**config.mk**
```make
export PLATFORM = sky130hd
export DESIGN_NAME = mem_access_unit
export DESIGN_NICKNAME = d
export VERILOG_FILES = /design/src/rtl/mem_access_unit_pkg.sv /design/src/rtl/mem_access_unit_lane.sv /design/src/rtl/mem_access_unit.sv
export SDC_FILE = /design/constraint.sdc
export NUM_CORES = 1
export LEC_CHECK = 0
export CAP_MARGIN = 20
export CORE_UTILIZATION = 30
export DETAILED_ROUTE_END_ITERATION = 12
export PLACE_DENSITY = 0.55
export REMOVE_ABC_BUFFERS = 1
export SYNTH_ARGS = -nofsm -noshare
export SYNTH_HDL_FRONTEND = slang
export SYNTH_SLANG_ARGS = --single-unit
```
**constraint.sdc**
```tcl
create_clock -name clk -period 5.6 [get_ports clk]
set_clock_uncertainty 0.2 [all_clocks]
set_input_delay 0.84 -clock clk [delete_from_list [all_inputs] [get_ports clk]]
set_output_delay 0.84 -clock clk [all_outputs]
set_load 0.01 [all_outputs]
```
**src/rtl/mem_access_unit_pkg.sv**
```systemverilog
// Shared pipeline enums and stage-register structs for the memory stage.
package mem_access_unit_pkg;

    typedef enum logic [1:0] {
        MEM_NONE  = 2'd0,
        MEM_LOAD  = 2'd1,
        MEM_STORE = 2'd2
    } mem_op_t;

    typedef enum logic [1:0] {
        SZ_BYTE = 2'd0,
        SZ_HALF = 2'd1,
        SZ_WORD = 2'd2
    } mem_size_t;

    typedef enum logic {
        ST_IDLE = 1'b0,
        ST_BUSY = 1'b1
    } mau_state_t;

    // EX -> MEM stage register contents
    typedef struct packed {
        mem_op_t     op;
        mem_size_t   size;
        logic        is_unsigned;
        logic [31:0] alu_result;
        logic [31:0] store_data;
        logic [4:0]  wr_addr;
    } ex_mem_t;

    // Timeout counter width; TIMEOUT is limited to 1..65535
    localparam int CNT_W = 16;

    // Half must be 2-byte aligned, word 4-byte aligned; bytes never fault.
    // The unused encoding 2'd3 is treated as a word.
    function automatic logic is_misaligned(input mem_size_t size, input logic [1:0] addr_lo);
        case (size)
            SZ_BYTE: return 1'b0;
            SZ_HALF: return addr_lo[0];
            default: return addr_lo != 2'b00;
        endcase
    endfunction

endpackage

```
**src/rtl/mem_access_unit_lane.sv**
```systemverilog
// Combinational lane steering: store data replication / byte enables and
// load lane extraction with sign or zero extension.
module mem_lane_align
    import mem_access_unit_pkg::*;
(
    input  mem_size_t   size,
    input  logic [1:0]  addr_lo,
    input  logic        is_unsigned,
    input  logic [31:0] store_data,
    input  logic [31:0] rdata,
    output logic [31:0] wdata,
    output logic [3:0]  be,
    output logic [31:0] load_data
);

    logic [7:0]  byte_v;
    logic [15:0] half_v;

    assign byte_v = rdata[{addr_lo, 3'b000} +: 8];
    assign half_v = addr_lo[1] ? rdata[31:16] : rdata[15:0];

    // Select lane pattern by access size; anything not byte/half is a word
    always_comb begin
        wdata     = store_data;
        be        = 4'b1111;
        load_data = rdata;
        case (size)
            SZ_BYTE: begin
                wdata     = {4{store_data[7:0]}};
                be        = 4'b0001 << addr_lo;
                load_data = {{24{~is_unsigned & byte_v[7]}}, byte_v};
            end
            SZ_HALF: begin
                wdata     = {2{store_data[15:0]}};
                be        = addr_lo[1] ? 4'b1100 : 4'b0011;
                load_data = {{16{~is_unsigned & half_v[15]}}, half_v};
            end
            default: begin
                wdata     = store_data;
                be        = 4'b1111;
                load_data = rdata;
            end
        endcase
    end

endmodule

```
**src/rtl/mem_access_unit.sv**
```systemverilog
// MEM stage: passes ALU results through, runs one load/store at a time
// against the data RAM port, flags misaligned accesses and bus timeouts.
module mem_access_unit
    import mem_access_unit_pkg::*;
#(
    parameter int ADDR_W  = 16,
    parameter int TIMEOUT = 255
) (
    input  logic              clk,
    input  logic              reset,
    input  logic              ex_valid,
    output logic              ex_ready,
    input  logic [1:0]        ex_op,
    input  logic [1:0]        ex_size,
    input  logic              ex_unsigned,
    input  logic [31:0]       ex_alu_result,
    input  logic [31:0]       ex_store_data,
    input  logic [4:0]        ex_wr_addr,
    output logic              wb_valid,
    output logic [31:0]       wb_result,
    output logic [4:0]        wb_wr_addr,
    output logic              mem_req,
    output logic              mem_we,
    output logic [ADDR_W-1:0] mem_addr,
    output logic [3:0]        mem_be,
    output logic [31:0]       mem_wdata,
    input  logic [31:0]       mem_rdata,
    input  logic              mem_ack,
    output logic              misaligned_err,
    output logic              bus_err
);

    ex_mem_t ex_in;
    assign ex_in = '{op:          mem_op_t'(ex_op),
                     size:        mem_size_t'(ex_size),
                     is_unsigned: ex_unsigned,
                     alu_result:  ex_alu_result,
                     store_data:  ex_store_data,
                     wr_addr:     ex_wr_addr};

    mau_state_t        state_q, state_d;
    logic [CNT_W-1:0]  cnt_q, cnt_d;
    logic [CNT_W:0]    cnt_inc;

    // Fields of the outstanding access needed at completion
    mem_size_t         size_q, size_d;
    logic [1:0]        addr_lo_q, addr_lo_d;
    logic              uns_q, uns_d;
    logic              is_load_q, is_load_d;
    logic [4:0]        rd_q, rd_d;

    logic              mem_we_q, mem_we_d;
    logic [ADDR_W-1:0] mem_addr_q, mem_addr_d;
    logic [3:0]        mem_be_q, mem_be_d;
    logic [31:0]       mem_wdata_q, mem_wdata_d;

    logic              wb_valid_q, wb_valid_d;
    logic [31:0]       wb_result_q, wb_result_d;
    logic [4:0]        wb_wr_addr_q, wb_wr_addr_d;
    logic              mis_err_q, mis_err_d;
    logic              bus_err_q, bus_err_d;

    logic              busy;
    mem_size_t         al_size;
    logic [1:0]        al_addr_lo;
    logic              al_uns;
    logic [31:0]       al_wdata;
    logic [3:0]        al_be;
    logic [31:0]       al_load;

    assign busy    = (state_q == ST_BUSY);
    assign cnt_inc = {1'b0, cnt_q} + {{CNT_W{1'b0}}, 1'b1};

    // One aligner serves both phases: incoming op when idle, held op when busy
    assign al_size    = busy ? size_q    : ex_in.size;
    assign al_addr_lo = busy ? addr_lo_q : ex_in.alu_result[1:0];
    assign al_uns     = busy ? uns_q     : ex_in.is_unsigned;

    mem_lane_align u_align (
        .size        (al_size),
        .addr_lo     (al_addr_lo),
        .is_unsigned (al_uns),
        .store_data  (ex_in.store_data),
        .rdata       (mem_rdata),
        .wdata       (al_wdata),
        .be          (al_be),
        .load_data   (al_load)
    );

    // Next-state, access capture and writeback pulse generation
    always_comb begin
        state_d      = state_q;
        cnt_d        = cnt_q;
        size_d       = size_q;
        addr_lo_d    = addr_lo_q;
        uns_d        = uns_q;
        is_load_d    = is_load_q;
        rd_d         = rd_q;
        mem_we_d     = mem_we_q;
        mem_addr_d   = mem_addr_q;
        mem_be_d     = mem_be_q;
        mem_wdata_d  = mem_wdata_q;
        wb_valid_d   = 1'b0;
        wb_result_d  = 32'd0;
        wb_wr_addr_d = 5'd0;
        mis_err_d    = 1'b0;
        bus_err_d    = 1'b0;
        case (state_q)
            ST_IDLE: begin
                if (ex_valid) begin
                    if (ex_in.op == MEM_NONE) begin
                        wb_valid_d   = 1'b1;
                        wb_result_d  = ex_in.alu_result;
                        wb_wr_addr_d = ex_in.wr_addr;
                    end else if (is_misaligned(ex_in.size, ex_in.alu_result[1:0])) begin
                        wb_valid_d = 1'b1;
                        mis_err_d  = 1'b1;
                    end else begin
                        state_d     = ST_BUSY;
                        cnt_d       = '0;
                        size_d      = ex_in.size;
                        addr_lo_d   = ex_in.alu_result[1:0];
                        uns_d       = ex_in.is_unsigned;
                        is_load_d   = (ex_in.op == MEM_LOAD);
                        rd_d        = ex_in.wr_addr;
                        mem_we_d    = (ex_in.op == MEM_STORE);
                        mem_addr_d  = {ex_in.alu_result[ADDR_W-1:2], 2'b00};
                        mem_be_d    = al_be;
                        mem_wdata_d = al_wdata;
                    end
                end
            end
            default: begin
                if (mem_ack) begin
                    state_d    = ST_IDLE;
                    wb_valid_d = 1'b1;
                    if (is_load_q) begin
                        wb_result_d  = al_load;
                        wb_wr_addr_d = rd_q;
                    end
                end else begin
                    cnt_d = cnt_inc[CNT_W-1:0];
                    if (cnt_inc == (CNT_W+1)'(TIMEOUT)) begin
                        state_d    = ST_IDLE;
                        wb_valid_d = 1'b1;
                        bus_err_d  = 1'b1;
                    end
                end
            end
        endcase
    end

    // State and output registers; reset aborts any outstanding access
    always_ff @(posedge clk or posedge reset) begin
        if (reset) begin
            state_q      <= ST_IDLE;
            cnt_q        <= '0;
            size_q       <= SZ_BYTE;
            addr_lo_q    <= 2'b00;
            uns_q        <= 1'b0;
            is_load_q    <= 1'b0;
            rd_q         <= 5'd0;
            mem_we_q     <= 1'b0;
            mem_addr_q   <= '0;
            mem_be_q     <= 4'd0;
            mem_wdata_q  <= 32'd0;
            wb_valid_q   <= 1'b0;
            wb_result_q  <= 32'd0;
            wb_wr_addr_q <= 5'd0;
            mis_err_q    <= 1'b0;
            bus_err_q    <= 1'b0;
        end else begin
            state_q      <= state_d;
            cnt_q        <= cnt_d;
            size_q       <= size_d;
            addr_lo_q    <= addr_lo_d;
            uns_q        <= uns_d;
            is_load_q    <= is_load_d;
            rd_q         <= rd_d;
            mem_we_q     <= mem_we_d;
            mem_addr_q   <= mem_addr_d;
            mem_be_q     <= mem_be_d;
            mem_wdata_q  <= mem_wdata_d;
            wb_valid_q   <= wb_valid_d;
            wb_result_q  <= wb_result_d;
            wb_wr_addr_q <= wb_wr_addr_d;
            mis_err_q    <= mis_err_d;
            bus_err_q    <= bus_err_d;
        end
    end

    assign ex_ready       = ~busy;
    assign mem_req        = busy;
    assign mem_we         = mem_we_q;
    assign mem_addr       = mem_addr_q;
    assign mem_be         = mem_be_q;
    assign mem_wdata      = mem_wdata_q;
    assign wb_valid       = wb_valid_q;
    assign wb_result      = wb_result_q;
    assign wb_wr_addr     = wb_wr_addr_q;
    assign misaligned_err = mis_err_q;
    assign bus_err        = bus_err_q;

endmodule

```
Word-level counts from Yosys, hierarchy flattened
Index checks and enable logic that the tools add are counted.

Bits in registers: 119. Word-level logic and storage cells: 84. Bits of input ports: 110.

Bitwise gates (word level): 6. Reductions and logical operators: 7. Shifts and indexed selects: 2. Muxes and demuxes: 44. Equality and inequality tests: 8. Add/subtract/negate cells: 1.

Operators with widths (count): 32-bit two-way mux (5); 32-bit case mux with 2 select lines (2); 16-bit two-way mux (6); 32-bit by 6-bit indexed part select with 8-bit output (1); 5-bit two-way mux (5); 1-bit two-way mux (21); 16-bit by 1-bit adder with 17-bit output (second input constant) (1); 17-bit by 8-bit == test with 1-bit output (second input constant) (1); 4-bit case mux with 2 select lines (1); 4-bit AND reduction (2); 2-bit by 1-bit == test with 1-bit output (second input constant) (3); 2-bit zero test (3); 2-bit inequality test (second input constant) (3); 2-bit two-way mux (2); 4-bit two-way mux (1); 1-bit NOT (4); 2-bit nonzero test (2); 1-bit by 2-bit left shift with 4-bit output (first input constant) (1); 1-bit AND (2); 2-bit == test (second input constant) (1); 1-bit case mux with 2 select lines (1).

Logic depth before layout (Yosys ltp)
Gate-level depths: netlist of the first run.

Depth in word-level cells: 9. Gate-level depth with buffers: 8. Depth with buffers taken out: 6.

Hierarchy
From an unflattened synthesis of the first run, not the netlist that was laid out.

Cell total of the unflattened synthesis: 568. Area total of the unflattened synthesis: 6296.0 µm².

By module, submodules not included: mem_access_unit (cells an instance 397, instances 1, area each 5004.8 µm²); mem_lane_align (cells an instance 171, instances 1, area each 1291.2 µm²).

Least setup slack after synthesis of the first run
No wires, ideal clock.

Path type: input to register. Start: input port ex_alu_result[1]. End: register wb_result_q[21], in the netlist wb_result[21]. Path slack: 3.023 ns. Arrival time: 2.247 ns. Path buffers: 3. Stages on the path: 8. Path through: buf_4 -> or3b_2 -> buf_4 -> a21oi_1 -> nor3_2 -> a21oi_2 -> buf_6 -> o21ai_0.

Longest elaborated chain between the ends: 7.

RTL lines: from (decl) (RTL line mem_access_unit.sv:16) `input logic [31:0] ex_alu_result,`; 2-bit two-way mux * (RTL line mem_access_unit.sv:76) `assign al_addr_lo = busy ? addr_lo_q : ex_in.alu_result[1:0];`; 32-bit by 6-bit indexed part select with 8-bit output / 16-bit two-way mux (equally long branches) (RTL line mem_access_unit_lane.sv:19, mem_access_unit_lane.sv:20); 1-bit AND, on equally long branches (RTL line mem_access_unit_lane.sv:31, mem_access_unit_lane.sv:36); 32-bit case mux with 2 select lines * (RTL line mem_access_unit_lane.sv:27) `case (size)`; 32-bit two-way mux * (RTL line mem_access_unit.sv:137) `if (is_load_q) begin`; 32-bit two-way mux * (RTL line mem_access_unit.sv:134) `if (mem_ack) begin`; 32-bit two-way mux * (RTL line mem_access_unit.sv:108) `case (state_q)`; named net wb_result_d[21] (RTL line mem_access_unit.sv:58) `logic [31:0] wb_result_q, wb_result_d;`; to (signal assigned) (RTL line mem_access_unit.sv:185) `wb_result_q <= wb_result_d;`; to (decl) (RTL line mem_access_unit.sv:58).

The timed path passes the listed nets; every way through them passes the cells marked *. A chain may end at the register's enable or synchronous reset.

Final worst setup path of the first run
Start: input port ex_alu_result[1]. End: register wb_result_q[28], in the netlist wb_result[28].

The elaborated chain is that of the path after synthesis.

==> results.sh, run 1 <==
export IMPL_clk_pin_slew_ps=60
export IMPL_vias=5474
export IMPL_critPathMaxFanout=15
export IMPL_viasPerCell=5.24
export IMPL_yosysMostFrequentCell="dfrtp_1"
export IMPL_hpwl_um=14400
export IMPL_critPathBufInv=1
export IMPL_firstDrtPassIters=5
export IMPL_die_h_um=144
export IMPL_cts_repair_resize_count=0
export IMPL_synth_edf_count=0
export IMPL_fp_coreArea_um2=19600
export IMPL_p_leak_uw=0.00362
export IMPL_period_needed_ps=3110
export IMPL_status="complete, no violations"
export IMPL_cts_sinks=119
export IMPL_synth_seq_cells=119
export IMPL_max_stage_delay_ps=640
export IMPL_max_freq_mhz=321
export IMPL_antenna_found_initial=1
export IMPL_r2r_start="mem_req"
export IMPL_crit_family="compound AO/OA/AOI/OAI gates"
export IMPL_post_cts_buffers=0
export IMPL_synthArstFlopShare_pct=100
export IMPL_min_path_cells=2
export IMPL_start_util_pct=30.8
export IMPL_min_period_over_period_pct=55.6
export IMPL_yosysUniqueCellTypes=62
export IMPL_crit_type="in2reg"
export IMPL_grt_pass1_wl_um=29700
export IMPL_end_kind="register"
export IMPL_io_pins=205
export IMPL_synth_area_per_cell_um2=10.4
export IMPL_yosysWarnings=0
export IMPL_post_route_drc_count=0
export IMPL_root_buffer="clkbuf_16"
export IMPL_ys_seq_area_share_pct=49.4
export IMPL_crit_start="ex_alu_result[1]"
export IMPL_grt_overflow=0
export IMPL_arrival_ps=3170
export IMPL_cts_buffers=17
export IMPL_clk_path_buf_depth=2
export IMPL_startpoint_type="input pin"
export IMPL_place_ws_ps=2110
export IMPL_slowest_stage="clkdlybuf4s50_1"
export IMPL_synthFlopType="dfrtp_1"
export IMPL_cp_depth=6
export IMPL_h_tree_depth=4
export IMPL_wl_per_cell_um=19.0
export IMPL_cts_tree="done"
export IMPL_dieArea_um2=20700
export IMPL_synth_largest_area_cell="dfrtp_1"
export IMPL_grt_pass1_vias=5417
export IMPL_die_x_um=144
export IMPL_nets=878
export IMPL_ff2ff_path_depth=4
export IMPL_gp_congestion=0.832
export IMPL_drt_total_wl_um=19800
export IMPL_drtIter0Drc=343
export IMPL_finalMaxSlewViolations=0
export IMPL_syn_inst=581
export IMPL_max_slew_margin_rel_pct=33.5
export IMPL_synth_area_leaders="dfrtp_1 49%, o21ai_0 6.3%, mux2_2 5.8%, mux2i_1 4.8%, nand2_1 4.8%"
export IMPL_setup_slack_ps=2490
export IMPL_r2r_end="wb_result[28]"
export IMPL_insertion_delay_ps=410
export IMPL_drt_antenna_violating_nets=0
export IMPL_cp_endpoint="wb_result[28]"
export IMPL_hold_path_class="reg2reg"
export IMPL_critPathRequiredTime_ps=5650
export IMPL_drive_gt1_share_pct=11.1
export IMPL_track_usage_pct=19.1
export IMPL_r2r_slack_ps=2570
export IMPL_ir_drop_mv=0.216
export IMPL_min_from="uns_q"
export IMPL_synth_common_cells="119 x dfrtp_1, 77 x nand2_1, 76 x o21ai_0, 31 x a21oi_1, 31 x mux2_2"
export IMPL_finalSetupViolCount=0
export IMPL_port_buffers=202
export IMPL_finalSetupTns_ps=0
export IMPL_hold_viol=0
export IMPL_path_cells="clkdlybuf4s50_1 > or3b_2 > a21oi_1 > nor3_2 > a21oi_2 > o21ai_0"
export IMPL_power_per_cell_area_nw_per_um2=348
export IMPL_synthToLayoutAreaGrowth_pct=45.5
export IMPL_cap_violations=0
export IMPL_synth_top_area_share_pct=49.4
export IMPL_rows=51
export IMPL_grt_max_degree=62
export IMPL_netlist_area_um2=6030
export IMPL_holdBufCountCts=0
export IMPL_finalCoreUtilization_pct=44.8
export IMPL_rsz0062_at_grt="false"
export IMPL_tightest_slew_ps=993
cell usage in the layout, fill, tap and decap left out, types with 4 or more instances in the layout:
cell type | Yosys | final
nand3_1 | 11 | 11
a22oi_1 | 15 | 15
o221ai_1 | 7 | 7
a222oi_1 | 9 | 9
clkinvlp_4 | 0 | 4
dfrtp_1 | 119 | 119
nand4_1 | 8 | 8
o31ai_1 | 5 | 5
buf_4 | 8 | 6
a32oi_1 | 7 | 7
o21ai_0 | 76 | 76
a22o_1 | 12 | 12
nand3b_1 | 4 | 4
mux2i_1 | 29 | 29
clkdlybuf4s50_1 | 0 | 202
nand2_1 | 77 | 77
clkbuf_16 | 0 | 17
a211oi_1 | 15 | 15
or3_1 | 4 | 4
nor2_1 | 13 | 12
mux2_2 | 31 | 31
a21oi_1 | 31 | 31
nor4_1 | 5 | 5
cells by family (layout without fill, tap and decap cells):
logic type      count (synthesis)  in the layout  synth area share [%]
other cells                     1              3                0.0622
xor+xnor                        4              4                 0.581
buf+inv                        47            243                  4.71
compound gates                195            195                  21.1
simple gates                  152            152                  12.9
flops                         119            119                  49.4
fa+ha+maj                       2              2                 0.415
mux                            61             61                  10.9
registers in the layout, indices dropped and copies added (netlist names):
name and count:
mem_wdata 32, wb_result 32, cnt_q 16, mem_addr 14
rd_q 5, wb_wr_addr 5, mem_be 4, addr_lo_q 2
size_q 2, bus_err 1, is_load_q 1, mem_req 1
mem_we 1, misaligned_err 1, uns_q 1, wb_valid 1
where the power goes:
part	switching [µW]	internal (µW)
Combinational	385	438
Clock	408	708
Sequential	97.7	1010
Total	890	2160
worst min-delay path by stage:
stage / end / slack (ps)
after CTS: uns_q / 270
after global placement: uns_q / 250
after global routing: mem_wdata[29] / 300
final: uns_q / 280
after floorplan: uns_q / 240
after detailed placement: uns_q / 260
worst register-to-register path: cells and delay by family (launching register included):
family | cells | cell delay (ps)
compound gates | 2 | 360
flops | 1 | 900
simple gates | 2 | 1480
cell type report:
class / count / area [µm²]
inverter: 4 / 17.5
clock buffer: 19 / 443
sequential: 119 / 2980
timing repair buffer: 208 / 2070
multi-input combinational: 416 / 2780
antenna: 1 / 2.50
tap: 265 / 332
clock inverter: 12 / 153
fill: 1848 / 10800
per-layer routing:
layer  up-vias  global-route usage (%)  part of all wire (%)
met5         -                       0                     0
met4         0                    7.00                   2.2
met3        30                    5.36                   8.4
met2       251                    30.4                    45
met1      2645                    24.7                    44
li1       2548                       -                     -
metrics by stage:
| step | total power [µW] | area [µm²] | hold slack [ps] | std cells |
|---|---|---|---|---|
| global placement | 1940 | 8170 | 255 | 1012 |
| CTS | 3090 | 8770 | 275 | 1043 |
| detailed placement | 1950 | 8170 | 262 | 1012 |
| global route | 3200 | 8770 | 301 | 1043 |
| finish | 3050 | 8770 | 276 | 1044 |
| floorplan | 1480 | 5760 | 240 | 539 |
No activity file was read; power rests on OpenSTA's default activity.
==> run 2, diff against run 1 <==
--- a/config.mk
+++ b/config.mk
@@ -8,7 +8,7 @@
 export CAP_MARGIN = 20
 export CORE_UTILIZATION = 30
 export DETAILED_ROUTE_END_ITERATION = 12
-export PLACE_DENSITY = 0.55
+export PLACE_DENSITY = 0.57
 export REMOVE_ABC_BUFFERS = 1
 export SYNTH_ARGS = -nofsm -noshare
 export SYNTH_HDL_FRONTEND = slang
==> constraint.sdc (replaced) <==
create_clock -name clk -period 2.55 [get_ports clk]
set_clock_uncertainty 0.2 [all_clocks]
set_input_delay 0.3825 -clock clk [delete_from_list [all_inputs] [get_ports clk]]
set_output_delay 0.3825 -clock clk [all_outputs]
set_load 0.01 [all_outputs]
==> run 2 against run 1 <==
Net effect:
- via count grew 2.2%
- highest routed layer is now met5
- largest cell class unchanged
- register-to-register slack lost 2400 ps
- critical path type is now reg2out
- final area grew 5.0%
- sequential cell count is the same
- worst hold slack lost 140 ps
- global-route usage grew 1.1 points
- clock power grew 110%
- non-clock buffer count grew 44
- count of clock-buffer cells in the layout grew 2
- utilization grew 2.2 points
==> results.sh, run 2 (synthesis gave the netlist of run 1 again) <==
export IMPL_p_int_uw=4750
export IMPL_hpwl_um=15000
export IMPL_fp_coreArea_um2=19600
export IMPL_final_common_cell="clkdlybuf4s50_1"
export IMPL_synthToLayoutAreaGrowth_pct=52.7
export IMPL_p_sw_uw=2020
export IMPL_clk_pin_slew_ps=60
export IMPL_h_tree_depth=4
export IMPL_cap_violations=0
export IMPL_p_leak_uw=0.00386
export IMPL_ir_drop_mv=0.487
export IMPL_final_cell_mix="202 x clkdlybuf4s50_1, 117 x dfrtp_1, 77 x nand2_1"
export IMPL_cts_tree="done"
export IMPL_power_frac_seq_pct=35.9
export IMPL_io_pins=205
export IMPL_cts_sinks=119
export IMPL_grt_overflow=0
export IMPL_start_util_pct=30.8
export IMPL_grt_pass1_wl_um=31500
export IMPL_finalSetupViolCount=0
export IMPL_die_x_um=144
export IMPL_power_share_clock_pct=35.4
export IMPL_track_usage_pct=20.2
export IMPL_cts_buffers=17
export IMPL_end_kind="output pin"
export IMPL_swShare_pct=29.8
export IMPL_root_buffer="clkbuf_16"
export IMPL_p_comb_share_pct=28.7
export IMPL_critPathMaxFanout=14
export IMPL_dieArea_um2=20700
export IMPL_grt_pass1_vias=5737
export IMPL_r2r_slack_ps=130
export IMPL_tightest_slew_ps=602
export IMPL_diodes=0
export IMPL_grt_max_degree=38
export IMPL_crit_type="reg2out"
export IMPL_hold_ws_ps=133
export IMPL_cts_repair_resize_count=0
export IMPL_firstDrtPassIters=5
export IMPL_arrival_ps=1840
export IMPL_n_fill_cell=1831
export IMPL_min_period_over_period_pct=94.8
export IMPL_max_slew_margin_rel_pct=59.5
export IMPL_drtIter0Drc=414
export IMPL_viasPerCell=5.14
export IMPL_drive_gt1_share_pct=16.5
export IMPL_holdBufCountCts=0
export IMPL_power_uw=6770
export IMPL_post_cts_buffers=0
export IMPL_power_per_cell_area_nw_per_um2=735
export IMPL_critPathRequiredTime_ps=1970
export IMPL_vias=5595
export IMPL_antenna_found_initial=2
export IMPL_port_buffers=202
export IMPL_finalMaxSlewViolations=0
export IMPL_rsz0062_at_grt="false"
export IMPL_place_ws_ps=-42.6
export IMPL_startpoint_type="register"
export IMPL_nets=922
export IMPL_drt_total_wl_um=20100
export IMPL_period_needed_ps=2420
export IMPL_post_route_drc_count=0
export IMPL_wl_per_cell_um=18.5
export IMPL_max_freq_mhz=414
export IMPL_gp_congestion=0.829
export IMPL_insertion_delay_ps=420
export IMPL_setup_slack_ps=132
export IMPL_drt_antenna_violating_nets=0
export IMPL_status="complete, no violations"
export IMPL_finalCoreUtilization_pct=47.0
export IMPL_hold_viol=0
export IMPL_clk_path_buf_depth=2
export IMPL_hold_path_class="in2async"
export IMPL_rows=51
export IMPL_die_h_um=144
-- run 2: final timing paths --
kind,from,end,cells after the start
setup / recovery,mem_req,ex_ready,3
hold / removal,reset,cnt_q[3],2
setup reg to reg,cnt_q[1],mem_req,6
hold reg to reg,mem_wdata[8],mem_wdata[8],2
max in group asynchronous,reset,cnt_q[0],3
min in group clk,mem_wdata[8],mem_wdata[8],2
-- run 2: final cells by class --
type	count	area (µm²)	share of cell area, %
clock inverters	11	114	1.24
inverters	4	17.5	0.190
clock buffers	21	480	5.22
repair buffers	252	2480	27.0
well taps	265	332	3.60
multi-input cells	416	2800	30.4
flip-flops and latches	119	2980	32.4
-- run 2: stage by stage --
step                      setup TNS [ps]  cell area, µm²  cells
final                                  0            9210   1088
after global routing                   0            9210   1088
after CTS                              0            9180   1088
after detailed placement           -54.4            8590   1056
after global placement                 0            8590   1056
after floorplan                  -176020            5760    539
-- run 2: power by group through the flow --
stage                     logic (µW)  clock network (µW)  registers [µW]
after floorplan                  674                   0            2570
after global placement          1930                   0            2440
after detailed placement        1950                   0            2460
after CTS                       1960                2470            2430
after global routing            2110                2550            2480
final                           1940                2400            2430
-- run 2: layer usage --
metal	routed length (µm)	global-route usage, %	share of wire [%]	up-vias
met3	1580	6.60	7.9	26
met2	9430	32.2	47	214
met4	308	6.38	1.5	4
li1	-	-	-	2634
met1	8750	25.9	44	2717
met5	21	0	0.10	-
-- run 2: critical path, cell delays in order, from the launching register on --
cell,delay (ps)
dfrtp_2,500
buf_4,200
inv_1,140
clkdlybuf4s50_1,570
==> run 3, diff against run 2 <==
--- a/config.mk
+++ b/config.mk
@@ -9,6 +9,7 @@
 export CORE_UTILIZATION = 30
 export DETAILED_ROUTE_END_ITERATION = 12
 export PLACE_DENSITY = 0.57
+export RECOVER_POWER = 100
 export REMOVE_ABC_BUFFERS = 1
 export SYNTH_ARGS = -nofsm -noshare
 export SYNTH_HDL_FRONTEND = slang
==> run 3 against run 2 <==
Net effect:
- sequential power about the same
- sequential cell count unchanged
- utilization decreased by 0.57 points
- the flow now finishes with violations (capacitance limit)
==> results.sh, run 3 (synthesis gave the netlist of run 1 again) <==
export IMPL_rsz0062_at_grt="false"
export IMPL_r2r_end="mem_req"
export IMPL_r2r_slack_ps=130
export IMPL_finalSetupViolCount=0
export IMPL_hold_viol=0
export IMPL_drtIter0Drc=403
export IMPL_grt_pass1_wl_um=31500
export IMPL_vias=5619
export IMPL_insertion_delay_ps=420
export IMPL_viasPerCell=5.16
export IMPL_setup_slack_ps=127
export IMPL_min_period_over_period_pct=95.0
export IMPL_grt_overflow=0
export IMPL_crit_type="reg2reg"
export IMPL_root_buffer="clkbuf_16"
export IMPL_power_uw=6620
export IMPL_ff2ff_path_depth=6
export IMPL_finalSetupTns_ps=0
export IMPL_arrival_ps=2520
export IMPL_power_per_cell_area_nw_per_um2=728
export IMPL_holdBufCountCts=0
export IMPL_hold_path_class="reg2reg"
export IMPL_fin_cells=1088
export IMPL_grt_pass1_vias=5737
export IMPL_violations="capacitance limit"
export IMPL_nets=922
export IMPL_startpoint_type="register"
export IMPL_wl_per_cell_um=18.5
export IMPL_fp_coreArea_um2=19600
export IMPL_dieArea_um2=20700
export IMPL_tightest_slew_ps=1470
export IMPL_drt_total_wl_um=20100
export IMPL_max_slew_margin_rel_pct=1.50
export IMPL_antenna_found_initial=2
export IMPL_cts_sinks=119
export IMPL_gp_congestion=0.829
export IMPL_grt_max_degree=38
export IMPL_cts_tree="done"
export IMPL_track_usage_pct=20.2
export IMPL_path_cells="ha_1 > nand3_4 > or3_1 > a2111oi_4 > o2111ai_2 > o31a_1"
export IMPL_diodes=0
export IMPL_post_route_drc_count=0
export IMPL_critPathRequiredTime_ps=2640
export IMPL_h_tree_depth=4
export IMPL_dpl_cell_count=1056
export IMPL_firstDrtPassIters=5
export IMPL_crit_family="compound AO/OA/AOI/OAI gates"
export IMPL_finalMaxSlewViolations=0
export IMPL_max_freq_mhz=413
export IMPL_top_layer="met5"
export IMPL_clk_pin_slew_ps=60
export IMPL_m1WireLength_um=8760
export IMPL_place_ws_ps=-42.6
export IMPL_start_util_pct=30.8
export IMPL_min_path_cells=2
export IMPL_critPathBufInv=0
export IMPL_p_leak_uw=0.00398
export IMPL_drt_antenna_violating_nets=0
export IMPL_period_needed_ps=2420
export IMPL_end_kind="register"
export IMPL_die_x_um=144
export IMPL_slowest_stage="a2111oi_4"
export IMPL_port_buffers=202
export IMPL_met2_length_um=9420
export IMPL_status="complete, but fails checks"
export IMPL_final_cell_mix="117 x dfrtp_1, 109 x clkdlybuf4s50_1, 93 x dlygate4sd3_1"
export IMPL_cts_buffers=17
export IMPL_r2r_start="cnt_q[1]"
export IMPL_io_pins=205
export IMPL_ir_drop_mv=0.483
export IMPL_min_from="mem_be[1]"
export IMPL_clk_path_buf_depth=2
export IMPL_wl_met3_um=1590
export IMPL_max_stage_delay_ps=410
export IMPL_die_h_um=144
export IMPL_rows=51
export IMPL_cap_violations=1
export IMPL_whs_endpoint="mem_be[1]"
export IMPL_cts_repair_resize_count=0
export IMPL_hold_ws_ps=270
export IMPL_drive_gt1_share_pct=15.6
export IMPL_hpwl_um=15000
export IMPL_post_cts_buffers=0
export IMPL_critPathMaxFanout=6
export IMPL_synthToLayoutAreaGrowth_pct=50.9
export IMPL_final_common_cell="dfrtp_1"
==> run 3: per-layer routing <==
| metal | up-vias | track usage, % |
|---|---|---|
| li1 | 2636 | - |
| met1 | 2729 | 25.9 |
| met2 | 225 | 32.2 |
| met3 | 25 | 6.60 |
| met4 | 4 | 6.38 |
| met5 | - | 0 |
==> run 3: worst max path at each step <==
stage                     startpoint       endpoint  slack (ps)  cells past startpoint
floorplan                      reset   addr_lo_q[0]       -1190                      1
global placement    ex_alu_result[1]   wb_result[2]          10                      7
detailed placement  ex_alu_result[1]   wb_result[2]         -40                      7
CTS                          mem_req       ex_ready          40                      3
global route                 mem_req  wb_result[23]          20                      7
finish                      cnt_q[1]        mem_req         130                      6
==> run 3: area by class of cell <==
class	count	area, µm²
fill	1852	10500
multi-input combinational	416	2790
inverter	4	16.3
sequential	119	2980
tap	265	332
clock buffer	21	480
timing repair buffer	252	2380
clock inverter	11	114
==> run 3: stage by stage <==
stage          utilization, %  cell area [µm²]
6_report                 46.4             9090
3_5_place_dp             43.8             8590
2_1_floorplan               -             5760
3_3_place_gp             43.8             8590
5_1_grt                  46.4             9090
4_1_cts                  46.9             9180
==> run 3: worst reg2reg max path: cells and delay by family, from the launching register on <==
kind            cells  cell delay (ps)
compound gates      3              950
fa+ha+maj           1              240
simple gates        2              510
flops               1              400
==> run 3: where the power goes <==
group | total (µW) | internal [µW] | switching (µW)
Combinational | 1800 | 934 | 868
Sequential | 2420 | 2220 | 193
Clock | 2400 | 1460 | 939
